===== src/rtl/mseq_pkg.sv =====
// Shared types and constants for the M-sequence reseed scheduler.
// The optional statistics counters are enabled by defining MSEQ_RESEED_STAT_EN.
package mseq_pkg;

    typedef enum logic [2:0] {
        RSD_WARMUP  = 3'd0,
        RSD_WAIT    = 3'd1,
        RSD_STARVED = 3'd2,
        RSD_ISSUE   = 3'd3,
        RSD_SETTLE  = 3'd4
    } mseq_rsd_state_t;

    localparam int unsigned MSEQ_CHAOS_W        = 32'd288;
    localparam int unsigned MSEQ_SETTLE_DEFAULT = 32'd4;
    localparam int unsigned MSEQ_ISSUE_CNT_W    = 32'd32;
    localparam int unsigned MSEQ_UNDERRUN_CNT_W = 32'd16;

endpackage


===== src/rtl/mseq_word_buf.sv =====
// One-entry holding register for the chaotic word between the upstream
// handshake and the bank issue.
module mseq_word_buf
    import mseq_pkg::*;
#(
    parameter int unsigned W = MSEQ_CHAOS_W
) (
    input  logic         i_clk,
    input  logic         i_rst,
    input  logic         i_fill,
    input  logic         i_drain,
    input  logic [W-1:0] i_din,
    output logic [W-1:0] o_dout,
    output logic         o_full,
    output logic         o_empty
);

    logic         r_full;
    logic [W-1:0] r_data;

    // Fill takes priority; the owner never fills and drains in one cycle.
    always_ff @(posedge i_clk) begin
        if (i_rst) begin
            r_full <= 1'b0;
            r_data <= {W{1'b0}};
        end else if (i_fill) begin
            r_full <= 1'b1;
            r_data <= i_din;
        end else if (i_drain) begin
            r_full <= 1'b0;
        end else begin
            r_full <= r_full;
        end
    end

    assign o_dout  = r_data;
    assign o_full  = r_full;
    assign o_empty = ~r_full;

endmodule


===== src/rtl/mseq_reseed_ctrl.sv =====
// Reseed scheduler: buffers one chaotic word and issues it to the M-sequence
// bank at a programmable interval. Statistics counters exist only when
// MSEQ_RESEED_STAT_EN is defined.
module mseq_reseed_ctrl
    import mseq_pkg::*;
#(
    parameter int unsigned INPUT_DATA_WIDTH = MSEQ_CHAOS_W,
    parameter int unsigned PERIOD_WIDTH     = 32'd16,
    parameter int unsigned DEFAULT_PERIOD   = 32'd1024,
    parameter int unsigned WARMUP_CYCLES    = 32'd512,
    parameter int unsigned SETTLE_CYCLES    = MSEQ_SETTLE_DEFAULT
) (
    input  logic                        MSEQ_clk,
    input  logic                        MSEQ_rst,
    input  logic [INPUT_DATA_WIDTH-1:0] chaos_din,
    input  logic                        chaos_vld,
    output logic                        chaos_rdy,
    input  logic [PERIOD_WIDTH-1:0]     cfg_period,
    input  logic                        cfg_wr,
    input  logic                        cfg_force,
    input  logic                        cfg_clr,
    output logic [INPUT_DATA_WIDTH-1:0] MSEQ_din,
    output logic                        MSEQ_din_vld,
    output logic                        MSEQ_bank_rst_n,
    output logic                        reseed_busy,
    output logic                        underrun,
    output logic [MSEQ_ISSUE_CNT_W-1:0]    stat_issue_cnt,
    output logic [MSEQ_UNDERRUN_CNT_W-1:0] stat_underrun_cnt
);

    localparam int unsigned WU_W = $clog2(WARMUP_CYCLES + 32'd1);
    localparam int unsigned ST_W = $clog2(SETTLE_CYCLES + 32'd1);
    localparam logic [PERIOD_WIDTH-1:0] PER_ZERO = {PERIOD_WIDTH{1'b0}};
    localparam logic [PERIOD_WIDTH-1:0] PER_ONE  = {{(PERIOD_WIDTH-1){1'b0}}, 1'b1};

    mseq_rsd_state_t              r_state;
    logic [WU_W-1:0]              r_wu_cnt;
    logic [ST_W-1:0]              r_settle_cnt;
    logic [PERIOD_WIDTH-1:0]      r_period;
    logic [PERIOD_WIDTH-1:0]      r_per_cnt;
    logic [INPUT_DATA_WIDTH-1:0]  r_din;
    logic                         r_din_vld;
    logic                         r_bank_rst_n;
    logic                         r_busy;
    logic                         r_underrun;

    logic                         w_fill;
    logic                         w_drain;
    logic                         w_full;
    logic                         w_empty;
    logic                         w_rdy;
    logic                         w_expire;
    logic                         w_uf_set;
    logic [INPUT_DATA_WIDTH-1:0]  w_buf_dout;

    assign w_rdy    = w_empty & (r_state != RSD_WARMUP);
    assign w_fill   = chaos_vld & w_rdy;
    assign w_drain  = (r_state == RSD_ISSUE);
    assign w_expire = (r_per_cnt == PER_ZERO) | cfg_force;
    assign w_uf_set = (r_state == RSD_WAIT) & w_expire & w_empty;

    mseq_word_buf #(.W(INPUT_DATA_WIDTH)) u_word_buf (
        .i_clk   (MSEQ_clk),
        .i_rst   (MSEQ_rst),
        .i_fill  (w_fill),
        .i_drain (w_drain),
        .i_din   (chaos_din),
        .o_dout  (w_buf_dout),
        .o_full  (w_full),
        .o_empty (w_empty)
    );

    // Period register; zero would stall the countdown so it is stored as one.
    always_ff @(posedge MSEQ_clk) begin
        if (MSEQ_rst) begin
            r_period <= PERIOD_WIDTH'(DEFAULT_PERIOD);
        end else if (cfg_wr) begin
            r_period <= (cfg_period == PER_ZERO) ? PER_ONE : cfg_period;
        end else begin
            r_period <= r_period;
        end
    end

    // Scheduler FSM; the countdown is loaded with P-1 so WAIT spans P cycles.
    always_ff @(posedge MSEQ_clk) begin
        if (MSEQ_rst) begin
            r_state      <= RSD_WARMUP;
            r_wu_cnt     <= {WU_W{1'b0}};
            r_settle_cnt <= {ST_W{1'b0}};
            r_per_cnt    <= PER_ZERO;
            r_din        <= {INPUT_DATA_WIDTH{1'b0}};
            r_din_vld    <= 1'b0;
            r_bank_rst_n <= 1'b0;
            r_busy       <= 1'b0;
        end else begin
            r_din_vld <= 1'b0;
            case (r_state)
                RSD_WARMUP: begin
                    r_wu_cnt <= r_wu_cnt + {{(WU_W-1){1'b0}}, 1'b1};
                    if (r_wu_cnt == WU_W'(WARMUP_CYCLES - 32'd1)) begin
                        r_state      <= RSD_WAIT;
                        r_bank_rst_n <= 1'b1;
                        r_per_cnt    <= r_period - PER_ONE;
                    end
                end
                RSD_WAIT: begin
                    if (w_expire) begin
                        if (w_full) begin
                            r_state   <= RSD_ISSUE;
                            r_din     <= w_buf_dout;
                            r_din_vld <= 1'b1;
                            r_busy    <= 1'b1;
                        end else begin
                            r_state <= RSD_STARVED;
                        end
                    end else begin
                        r_per_cnt <= r_per_cnt - PER_ONE;
                    end
                end
                RSD_STARVED: begin
                    if (w_full) begin
                        r_state   <= RSD_ISSUE;
                        r_din     <= w_buf_dout;
                        r_din_vld <= 1'b1;
                        r_busy    <= 1'b1;
                    end
                end
                RSD_ISSUE: begin
                    r_state      <= RSD_SETTLE;
                    r_settle_cnt <= {ST_W{1'b0}};
                end
                RSD_SETTLE: begin
                    if (r_settle_cnt == ST_W'(SETTLE_CYCLES - 32'd1)) begin
                        r_state   <= RSD_WAIT;
                        r_busy    <= 1'b0;
                        r_per_cnt <= r_period - PER_ONE;
                    end else begin
                        r_settle_cnt <= r_settle_cnt + {{(ST_W-1){1'b0}}, 1'b1};
                    end
                end
                default: begin
                    r_state <= RSD_WARMUP;
                end
            endcase
        end
    end

    // Sticky underrun flag; a set in the same cycle as a clear wins.
    always_ff @(posedge MSEQ_clk) begin
        if (MSEQ_rst) begin
            r_underrun <= 1'b0;
        end else if (w_uf_set) begin
            r_underrun <= 1'b1;
        end else if (cfg_clr) begin
            r_underrun <= 1'b0;
        end else begin
            r_underrun <= r_underrun;
        end
    end

`ifdef MSEQ_RESEED_STAT_EN
    logic [MSEQ_ISSUE_CNT_W-1:0]    r_issue_cnt;
    logic [MSEQ_UNDERRUN_CNT_W-1:0] r_uf_cnt;

    // Saturating counters; an increment alongside a clear restarts at one.
    always_ff @(posedge MSEQ_clk) begin
        if (MSEQ_rst) begin
            r_issue_cnt <= {MSEQ_ISSUE_CNT_W{1'b0}};
            r_uf_cnt    <= {MSEQ_UNDERRUN_CNT_W{1'b0}};
        end else begin
            if (w_drain) begin
                r_issue_cnt <= cfg_clr ? MSEQ_ISSUE_CNT_W'(1) :
                               (&r_issue_cnt) ? r_issue_cnt : r_issue_cnt + MSEQ_ISSUE_CNT_W'(1);
            end else if (cfg_clr) begin
                r_issue_cnt <= {MSEQ_ISSUE_CNT_W{1'b0}};
            end else begin
                r_issue_cnt <= r_issue_cnt;
            end
            if (w_uf_set) begin
                r_uf_cnt <= cfg_clr ? MSEQ_UNDERRUN_CNT_W'(1) :
                            (&r_uf_cnt) ? r_uf_cnt : r_uf_cnt + MSEQ_UNDERRUN_CNT_W'(1);
            end else if (cfg_clr) begin
                r_uf_cnt <= {MSEQ_UNDERRUN_CNT_W{1'b0}};
            end else begin
                r_uf_cnt <= r_uf_cnt;
            end
        end
    end

    assign stat_issue_cnt    = r_issue_cnt;
    assign stat_underrun_cnt = r_uf_cnt;
`else
    assign stat_issue_cnt    = {MSEQ_ISSUE_CNT_W{1'b0}};
    assign stat_underrun_cnt = {MSEQ_UNDERRUN_CNT_W{1'b0}};
`endif

    assign chaos_rdy       = w_rdy;
    assign MSEQ_din        = r_din;
    assign MSEQ_din_vld    = r_din_vld;
    assign MSEQ_bank_rst_n = r_bank_rst_n;
    assign reseed_busy     = r_busy;
    assign underrun        = r_underrun;

endmodule


===== config.mk =====
export PLATFORM = sky130hd
export DESIGN_NAME = mseq_reseed_ctrl
export DESIGN_NICKNAME = d
export VERILOG_FILES = /design/src/rtl/mseq_pkg.sv /design/src/rtl/mseq_word_buf.sv /design/src/rtl/mseq_reseed_ctrl.sv
export SDC_FILE = /design/constraint.sdc
export NUM_CORES = 1
export LEC_CHECK = 0
export BUFFER_PORTS_ARGS = -buffer_cell sky130_fd_sc_hd__buf_2
export CAP_MARGIN = 20
export CORE_AREA = 2 2 256 258
export DETAILED_ROUTE_END_ITERATION = 8
export DIE_AREA = 0 0 258 260
export GPL_TIMING_DRIVEN = 0
export HOLD_SLACK_MARGIN = 0.06
export SLEW_MARGIN = 20
export SYNTH_ARGS = -nofsm -noshare
export SYNTH_HDL_FRONTEND = slang
export SYNTH_SLANG_ARGS = --single-unit
export TNS_END_PERCENT = 1

===== constraint.sdc =====
create_clock -name MSEQ_clk -period 7.7 [get_ports MSEQ_clk]
set_clock_uncertainty 0.1 [all_clocks]
set_input_delay 0 -clock MSEQ_clk [delete_from_list [all_inputs] [get_ports MSEQ_clk]]
set_output_delay 0 -clock MSEQ_clk [all_outputs]
set_load 0.03 [all_outputs]

* After elaboration in Yosys (flattened, before gate mapping)
Index checks and enable logic that the tools add are counted.
Widths: inputs -> output; s select.
** Storage, ports and cells
- Flip-flop bits (word level) :: 629
- Logic and storage cells :: 77
** Cells by class
- Add/subtract/negate cells :: 4
- Equal/unequal tests :: 12
- Muxes and demuxes :: 27
- Bitwise logic cells :: 6
- Reduce and logical (&&, ||, !) cells :: 16
** Operator list (number)
- $mux 288 :: 2
- $pmux 288 s2 :: 1
- $mux 16 :: 4
- $pmux 16 s3 :: 1
- $logic_not 16->1 :: 2
- $sub 16x1->16 const B :: 2
- $mux 3 :: 5
- $pmux 3 s5 :: 1
- $add 10x1->10 const B :: 1
- $eq 10x9->1 const B :: 1
- $mux 1 :: 10
- $ne 2x2->1 const B :: 5
- $eq 3x2->1 const B :: 3
- $reduce_bool 3->1 :: 3
- $reduce_and 4->1 :: 2
- $reduce_bool 2->1 :: 4
- $pmux 3 s2 :: 1
- $reduce_and 2->1 :: 3
- $and 1x1->1 :: 4
- $add 3x1->3 const B :: 1
- $eq 3x1->1 const B :: 1
- $eq 3x3->1 const B :: 1
- $logic_not 3->1 :: 1
- $pmux 1 s3 :: 1
- 5 further kinds :: 5

* Logic depth before layout (Yosys ltp)
- Word-level depth :: 5
- Gate-level depth with buffers :: 11

* Cells and area by module
From an unflattened synthesis, not the netlist that was laid out.
** Unflattened totals
- Cells, all modules :: 2591
- Area total of the unflattened synthesis :: 23593.9 um^2
** By module, submodules not included
- mseq_reseed_ctrl :: instances 1, cells each 1658, area an instance 13362.8 um^2, sequential area each 6806.5 um^2
- mseq_word_buf :: instances 1, cells each 933, area an instance 10231.1 um^2, sequential area each 5785.5 um^2

* Least setup slack after synthesis
OpenSTA, ideal clock, no wires.
- Path kind :: flip-flop to flip-flop
- Start :: register r_state[2]
- End :: register r_per_cnt[12]
- Library setup time :: 0.115 ns
- Data arrival time :: 2.803 ns
- Slack :: 4.682 ns
- Stages on the path, launching flop included :: 12
- Buffers on the path :: 4
- Cells stage by stage :: dfxtp_1 clkbuf_1 nor3b_1 clkbuf_1 buf_1 mux2i_1 ha_1 clkbuf_1 o21ai_0 o21ai_0 a21boi_0 o21a_1
** Between the ends
- Cells in the longest elaborated chain, start to end :: 3
** Ends and longest elaborated chain
- start: declaration :: line mseq_reseed_ctrl.sv:36 : mseq_rsd_state_t r_state;
- start signal: assignment :: line mseq_reseed_ctrl.sv:87 : r_state <= RSD_WARMUP;
- start signal: assignment :: line mseq_reseed_ctrl.sv:101 : r_state <= RSD_WAIT;
- start signal: assignment :: line mseq_reseed_ctrl.sv:109 : r_state <= RSD_ISSUE;
- $eq 3x1->1 (tied with other cells) :: line mseq_reseed_ctrl.sv:97 : case (r_state)
- $ne 2x2->1 (no line) / $reduce_bool 3->1 (equally long branches)
- $reduce_and 4->1 (no line)
- end signal: assignment :: line mseq_reseed_ctrl.sv:103 : r_per_cnt <= r_period - PER_ONE;
- end signal: assignment :: line mseq_reseed_ctrl.sv:117 : r_per_cnt <= r_per_cnt - PER_ONE;
- end signal: assignment :: line mseq_reseed_ctrl.sv:136 : r_per_cnt <= r_period - PER_ONE;
- end: declaration :: line mseq_reseed_ctrl.sv:40 : logic [PERIOD_WIDTH-1:0] r_per_cnt;
Several ways; a longest one is shown, not always the timed one.
A chain may end at the register's enable or synchronous reset.

* Final worst setup path
Same ends and word-level chain as after synthesis.

==> reports/results.txt <==
Post-synthesis cell area - 24,100 um2
Max-capacitance violation count - 0
Row Count - 93
Area growth syn-to-layout - 44.8%
Vias in the first global route - 23,200
Drt wl/cell - 17.5 um
Vias - 23,600
CTS max path bufs - 3
Clock power share - 0.487
Pin count of the biggest net entering global routing - 15
NetSw - 1620 uW
Total power - 7230 uW
Rel. slew slack - 0.234
Drt drc - 0
Fraction of registers with async set/reset - 0
Core region area - 64,100 um2
Worst hold stages - 3
Setup crit start kind - flop
Worst r2r path cells - 11
Max VDD drop - 155 uV
First-iteration detailed-routing DRC count - 1,411
Crit-path cells - clkbuf_1, nor3b_1, clkbuf_1, buf_1, mux2i_1, ha_1, clkbuf_1, o21ai_0, o21ai_0, a21boi_0, o21a_1
Clock Latency Late Sink - 620 ps
Remaining antenna violation count - 0
Final worst path period share - 0.525
CP Depth - 11
GRT Resource Usage Total - 0.248
RSZ-0062 raised after global routing - false
Port bufs - 600
Top cells by area, synth - dfxtp_1, nor2_1, nand2_1
Cell family with most CP delay - buffers and inverters
Die H - 260 um
Sink Count - 629
Setup Viol. Count Final - 0
I/O Pins - 651
Ys flop type - dfxtp_1
Critical Path AT - 4450 ps
Yosys top cell area share - 0.523
Post-route cell area - 34,800 um2
Worst path slowest cell - nor3b_1
Sequential-to-total area share from yosys stat - 0.523
# nets final - 4,349
Gr ovfl total - 0
Total die area - 67,100 um2
CTS tree - yes
Post-CTS setup buffers - 0
Yosys reg bits - 629
Worst hold path type - primary input to flop
First-pass GRT wire length - 131,000 um
Worst path bufs/invs - 4
Sw Ratio - 0.223
Worst path most repeated cell - clkbuf_1
Most instantiated cells after synthesis - dfxtp_1, nor2_1, nand2_1
CTS Hold Bufs - 411
Leak pwr - 0.0146 uW
Pre-antenna DRT Iters - 7
Worst EP required - 8110 ps
Crit-path max cell delay - 780 ps
Initial antenna violation count - 5
Distinct cell type count after synthesis - 66
PnR worst setup slack - 3660 ps
Worst-path fanout max - 10
Placed wire-length estimate - 60,300 um
Final hold vios - 0
Synthesis warning total - 0
Die width - 258 um
Leading cell type by number of instances after synthesis - dfxtp_1
Pwr dens - 208 nW/um2
Min Clock Period, post-route - 4040 ps
Number of synthesized flops with an enable pin - 0
Final Routed Wirelength - 86,600 um
Status - complete, no violations
CP Class - flop to flop
TritonCTS buffer count - 69
Slew @ Worst Pin - 1140 ps
Post-DP Area - 28,300 um2
Layout cells sized above 1 - 0.261
Comb pwr share - 0.061
Maximum clock frequency - 247 MHz
Avg Vias per Cell - 4.77
Clock root buffer - clkbuf_16
Dpl ws - 3800 ps
Avg Cell Area, Syn - 8.28 um2
Slew Limit Fails - 0
Clock H-tree levels - 3
Syn Inst Count - 2,906
Register share of total power - 0.452
Post-CTS sizing - 0
TNS Setup - 0 ps
Largest area contributor in the netlist - dfxtp_1
Starting density of the core - 0.375
Layout Utilization - 0.543
Clk pin slew, worst setup/hold paths - 60 ps
GP Congestion - 0.914
CP endpoint kind - flop
Internal power - 5620 uW
Fillers - 5,898
power by group through the flow:
stage	clock, uW	combinational (uW)	sequential, uW
finish	3520	444	3270
global route	3710	472	3270
CTS	3580	435	3270
detailed placement	0	265	3340
global placement	0	265	3340
floorplan	0	137	3340
sequential cells by signal, summed over array words and instances, names as in the netlist:
register	count
r_per_cnt	16
MSEQ_din	288
MSEQ_din_vld	1
r_wu_cnt	10
u_word_buf.o_dout	288
MSEQ_bank_rst_n	1
u_word_buf.o_full	1
r_period	16
reseed_busy	1
underrun	1
r_settle_cnt	3
r_state	3
cell families after synthesis:
group,count (synthesis),synth area share
and+or+nand+nor,1592,0.317
DFF,629,0.523
AOI/OAI and AO/OA,379,0.0851
buffers and inverters,268,0.0591
muxes,24,0.0100
xor gates and xnor gates,9,0.00328
adders and majority gates,4,0.00208
other,1,0.000156
final cells by class:
type / count / area (um2) / area share
Inverter: 9 / 33.8 / 0.000969
Tap cell: 855 / 1070 / 0.0307
Timing Repair Buffer: 1011 / 7120 / 0.204
Antenna cell: 7 / 17.5 / 0.000503
Buffer: 259 / 1390 / 0.0399
Clock inverter: 31 / 423 / 0.0121
Clock buffer: 91 / 1980 / 0.0569
Multi-Input combinational cell: 2056 / 10200 / 0.293
Sequential cell: 629 / 12600 / 0.361
worst min-delay path, cell delays in order:
cell	delay [ps]
clkbuf_1	260
inv_1	350
nand2_1	80
layer usage:
| metal | vias up | GRT usage | part of all wire |
|---|---|---|---|
| met3 | 206 | 0.0601 | 0.064 |
| met2 | 758 | 0.424 | 0.48 |
| met4 | 2 | 0.109 | 0.041 |
| li1 | 11700 | - | - |
| met1 | 11000 | 0.295 | 0.41 |
| met5 | - | 0 | 0.00015 |
final timing paths:
kind / from / end / slack (ps)
setup / recovery: r_state[2] / r_per_cnt[12] / 3660
hold / removal: MSEQ_rst / r_period[10] / 40
setup reg to reg: r_state[2] / r_per_cnt[12] / 3660
hold reg to reg: MSEQ_bank_rst_n / MSEQ_bank_rst_n / 340
metrics by stage:
| step | hold WS [ps] | cells |
|---|---|---|
| 2_1_floorplan | 29.0 | 2953 |
| 3_3_place_gp | 142 | 4408 |
| 3_5_place_dp | 146 | 4408 |
| 4_1_cts | 60.2 | 4941 |
| 5_1_grt | 77.5 | 4944 |
| 6_report | 39.1 | 4948 |
cells in the final DEF (no fill, tap or decap), types with 5 or more instances in the layout:
master,count
clkinv_2,14
conb_1,48
o21ai_0,16
nor4_1,7
or3_1,8
clkbuf_8,13
xor2_1,6
a21oi_1,314
nand2_1,604
mux2i_1,23
nor2_2,20
or2_2,5
nand4_1,6
nor2_1,605
nor3_2,210
nand3_1,6
diode_2,7
buf_1,5
inv_1,9
nor3_1,101
clkbuf_16,71
dfxtp_1,629
a31oi_1,5
bufinv_16,9
buf_4,50
clkbuf_1,151
dlygate4sd3_1,411
buf_2,636
buf_6,20
(Power assumes the default switching activity.)
